**config.mk**
```make
export PLATFORM = sky130hd
export DESIGN_NAME = hazard_flush_controller
export DESIGN_NICKNAME = d
export VERILOG_FILES = /design/src/rtl/hazard_flush_controller.sv
export SDC_FILE = /design/constraint.sdc
export NUM_CORES = 1
export LEC_CHECK = 0
export ABC_AREA = 1
export CORE_AREA = 2 2 58 60
export CTS_CLUSTER_DIAMETER = 200
export DETAILED_ROUTE_END_ITERATION = 16
export DIE_AREA = 0 0 60 62
export PLACE_DENSITY = 0.86
export SLEW_MARGIN = 10
export SYNTH_ARGS = -nofsm -noshare
export SYNTH_HDL_FRONTEND = slang
export SYNTH_SLANG_ARGS = --single-unit
```
**constraint.sdc**
```tcl
create_clock -name i_clk -period 5 [get_ports i_clk]
set_clock_uncertainty 0.2 [all_clocks]
set_input_delay 1.25 -clock i_clk [delete_from_list [all_inputs] [get_ports i_clk]]
set_output_delay 1.25 -clock i_clk [all_outputs]
set_load 0.01 [all_outputs]
```
**src/rtl/hazard_flush_controller.sv**
```systemverilog
// ID/EX control-side hazard unit: load-use bubbles, transfer flushes,
// and the HALT drain/freeze/resume sequence.
module hazard_flush_controller #(
   parameter int RNBITS       = 5,
   parameter int DRAIN_CYCLES = 3,
   parameter int CNTBITS      = 16
) (
   input  logic               i_clk,
   input  logic               i_reset_n,
   input  logic [RNBITS-1:0]  i_ID_Rs,
   input  logic [RNBITS-1:0]  i_ID_Rt,
   input  logic               i_ID_UsesRt,
   input  logic               i_ID_Halt,
   input  logic               i_EX_MemRead,
   input  logic [RNBITS-1:0]  i_EX_Rt,
   input  logic               i_EX_TakeJump,
   input  logic               i_Resume,
   output logic               o_PCWrite,
   output logic               o_IFID_Write,
   output logic               o_IFID_Flush,
   output logic               o_IDEX_Flush,
   output logic               o_Halted,
   output logic [1:0]         o_State,
   output logic [CNTBITS-1:0] o_StallCount
);

   // DRAIN_CYCLES must be at least 1.
   localparam int DBITS = $clog2(DRAIN_CYCLES + 1);

   localparam logic [1:0] S_RUN    = 2'd0;
   localparam logic [1:0] S_DRAIN  = 2'd1;
   localparam logic [1:0] S_HALTED = 2'd2;

   logic [1:0]       state, state_nxt;
   logic [DBITS-1:0] drain_cnt, drain_nxt;
   logic             load_use;
   logic             stall_inc;
   logic             pc_write;

   assign load_use = i_EX_MemRead && (i_EX_Rt != '0) &&
                     ((i_EX_Rt == i_ID_Rs) ||
                      (i_ID_UsesRt && (i_EX_Rt == i_ID_Rt)));

   always_comb begin
      pc_write     = 1'b1;
      o_IFID_Flush = 1'b0;
      o_IDEX_Flush = 1'b0;
      o_Halted     = 1'b0;
      state_nxt    = state;
      drain_nxt    = drain_cnt;
      stall_inc    = 1'b0;
      unique case (state)
         S_RUN: begin
            if (i_EX_TakeJump) begin
               o_IFID_Flush = 1'b1;
               o_IDEX_Flush = 1'b1;
            end else if (load_use) begin
               pc_write     = 1'b0;
               o_IDEX_Flush = 1'b1;
               stall_inc    = 1'b1;
            end else if (i_ID_Halt) begin
               pc_write     = 1'b0;
               o_IDEX_Flush = 1'b1;
               drain_nxt    = DBITS'(DRAIN_CYCLES);
               state_nxt    = S_DRAIN;
            end
         end
         S_DRAIN: begin
            pc_write     = 1'b0;
            o_IDEX_Flush = 1'b1;
            drain_nxt    = drain_cnt - 1'b1;
            if (drain_cnt <= DBITS'(1))
               state_nxt = S_HALTED;
         end
         S_HALTED: begin
            // Resume reloads IF/ID over the HALT while EX keeps a bubble.
            pc_write     = i_Resume;
            o_IDEX_Flush = 1'b1;
            o_Halted     = 1'b1;
            if (i_Resume)
               state_nxt = S_RUN;
         end
         default: begin
            pc_write     = 1'b0;
            o_IDEX_Flush = 1'b1;
            state_nxt    = S_RUN;
         end
      endcase
      // Reset-less pipeline latches are cleared while reset is held.
      if (!i_reset_n) begin
         pc_write     = 1'b0;
         o_IFID_Flush = 1'b1;
         o_IDEX_Flush = 1'b1;
         o_Halted     = 1'b0;
      end
   end

   assign o_PCWrite    = pc_write;
   assign o_IFID_Write = pc_write;
   assign o_State      = state;

   always_ff @(posedge i_clk) begin
      if (!i_reset_n) begin
         state        <= S_RUN;
         drain_cnt    <= '0;
         o_StallCount <= '0;
      end else begin
         state     <= state_nxt;
         drain_cnt <= drain_nxt;
         if (stall_inc && (o_StallCount != '1))
            o_StallCount <= o_StallCount + 1'b1;
      end
   end

endmodule

```
==> flow_summary.toml <==
[status]
status = "completed"

[grt]
grt_overflow_total = 0
antenna_found_initial = 0
grt_pass1_vias = 1486
globalRouteTotalUtil_pct = 20.61
grt_max_degree = 20
grt_pass1_wl_um = 6003

[hold_path]
hold_end = "drain_cnt[1]"
hp-class = "reg -> reg"
holdCritStartpoint = "drain_cnt[1]"
whs_path_depth = 2

[drt]
drt_iter0_markers = 39
wl_per_cell_um = 10.47
drt_wl_total_um = 3413
drc = 0
dr_total_vias = 1551
ant_nets = 0
vias_per_cell = 4.758
drt-pass1-iter-count = 4

[setup_path]
r2r-end = "o_StallCount[3]"
r2r_start = "o_StallCount[0]"
crit_path_max_fanout = 4
startpoint_type = "input pin"
cp.required_ns = 3.55
reg2regPathDepth = 7
crit_path_end_kind = "output port"
cp-startpoint = "i_EX_Rt[4]"
worstSetupPathType = "in -> out"
worst-r2r-setup-slack_ns = 2.85
arrival_ns = 3.02

[sta]
max_slew_margin_pct = 54.44
finalCritPeriodShare_pct = 89.40
rsz0062_at_grt = "false"
hold_viol = 0
fin_ws_ns = 0.5302
drv_slew = 0
finalCriticalPeriod_ns = 4.470
whs_ns = 0.2970
fmax_mhz = 223.7
tightest_slew_ns = 0.6826
tns_ns = 0
final-setup-viol-count = 0

[pwr]
leakage_nw = 0.7313
finalPower_mw = 0.3551
power.density_nw_per_um2 = 176.9
ir_drop_uv = 295.6

[layout]
layout.nets = 305
drive_gt1_share_pct = 13.93
regArea_sq_um = 400.4
stdcell_count = 326
final_area_sq_um = 2007
nFillCells = 297
multi_input_area_sq_um = 902.1
area_growth_pct = 35.02
post-route-util_pct = 63.12
n_antenna_cell = 0

[die]
num_rows = 21
start_util_pct = 46.75
io_pins = 45
die_y_um = 62
core_area_sq_um = 3179
die_w_um = 60
dieArea_sq_um = 3720

[synth]
yosysWarnings = 0
synth-seq-cells = 20
synth_compound_area_share_pct = 11.62
synthCells = 236
synth_adder_area_share_pct = 1.684
synthXorXnorAreaFrac_pct = 6.481
synth_top_area_share_pct = 26.94
synth_top_area_cell = "dfxtp_1"
avgSynthCellArea_sq_um = 6.298
synth-seq-area-share_pct = 26.94
synth_top_family_by_area = "simple AND/OR/NAND/NOR gates"
synth-simple-area-share_pct = 40.91
syn_nets = 260
synth_mux_area_share_pct = 0
synth_area_leaders = "dfxtp_1 (27%), nand2_1 (15%), inv_1 (8.6%)"
synth_cell_types = 27
synth_area_sq_um = 1486

[placed_design]
placed_cells = 322
place.gp.congestion = 0.8640
dpl.hpwl_um = 2739
numPortBuffers = 44
place_area_sq_um = 1954
place_ws_ns = 0.5025

[cts]
clkLatencyLatePin_ns = 0.31
ctsResizeCount = 0
root_buffer = "clkbuf_4"
cts_buffers = 3
hold_buffers = 0
clkTransAtPathRegs_ns = 0.12
cts_sinks = 20
post_cts_buffers = 0
cts.path.max_buffers = 2
cts_max_level = 1
cts_tree = "done"

[run]
maxCapViolCount = 0
[area by class of cell]
type | count | share of cell area [%]
Multi-Input combinational cell | 172 | 44.95
Timing Repair Buffer | 45 | 22.32
Sequential cell | 20 | 19.95
Inverter | 39 | 7.294
Tap cell | 46 | 2.868
Clock inverter | 1 | 1.496
Clock buffer | 3 | 1.122
[cell usage in the layout (no fill, tap or decap), types with 2 or more instances in the layout]
cell / synthesis / routed
nand2_1: 61 / 61
clkdlybuf4s50_1: 0 / 44
inv_1: 34 / 34
nor2_1: 30 / 30
dfxtp_1: 20 / 20
nand2_2: 12 / 12
nand3_1: 11 / 11
a21oi_2: 10 / 10
o21ai_0: 8 / 8
nor3_1: 6 / 6
a21oi_1: 6 / 6
xor2_1: 6 / 6
inv_2: 5 / 5
xnor2_1: 5 / 5
nand4_1: 5 / 5
clkbuf_4: 0 / 3
nor3_2: 2 / 2
nor2_2: 2 / 2
ha_1: 2 / 2
[cell usage after synthesis (all sizes together)]
| library cell | n |
|---|---|
| clkbuf | 1 |
| a21oi | 16 |
| nand2 | 73 |
| inv | 39 |
| nor4 | 1 |
| nand4 | 6 |
| ha | 2 |
| o21ai | 8 |
| a2111oi | 1 |
| dfxtp | 20 |
| xnor2 | 5 |
| nor3 | 8 |
| nand3b | 1 |
| xor2 | 6 |
| a31oi | 1 |
| buf | 4 |
| nand3 | 12 |
| nor2 | 32 |
[critical path, stage by stage]
cell and delay, ns:
clkdlybuf4s50_1 0.46, inv_2 0.09, nand3_1 0.08, o21ai_0 0.14
inv_1 0.09, nand2_1 0.12, nand2_1 0.06, a31oi_1 0.17
clkdlybuf4s50_1 0.57
[layer usage]
metal / part of all wire (%) / track usage, % / vias to the layer above
li1: - / - / 822
met2: 50 / 38.51 / 28
met4: 0.29 / 3.175 / 0
met5: 0 / 0 / -
met3: 3.8 / 4.141 / 2
met1: 45 / 24.84 / 699
[logic make-up (layout without fill, tap and decap cells)]
family | after synthesis | in the layout
fa+ha+maj | 2 | 2
simple gates | 133 | 133
xor+xnor | 11 | 11
flops | 20 | 20
compound gates | 26 | 26
buf+inv | 44 | 88
[report_power, final]
group / switching [mW] / total (mW) / internal (mW)
logic: 0.0291 / 0.0597 / 0.0306
registers: 0.00151 / 0.163 / 0.162
clock network: 0.0510 / 0.132 / 0.0811
total: 0.0817 / 0.355 / 0.273
[registers in the layout, indices dropped and copies added, names as in the netlist]
signal        flops
drain_cnt         2
o_StallCount     16
o_State           2
[how the worst max path moves through the flow]
stage / end / slack [ns] / depth (start not counted)
detailed placement: o_PCWrite / 0.50 / 9
global placement: o_IFID_Write / 0.54 / 9
CTS: o_PCWrite / 0.50 / 9
finish: o_PCWrite / 0.53 / 9
floorplan: o_PCWrite / 1.38 / 8
global route: o_PCWrite / 0.36 / 9
Note: power is estimated with default switching activity, not from simulation.
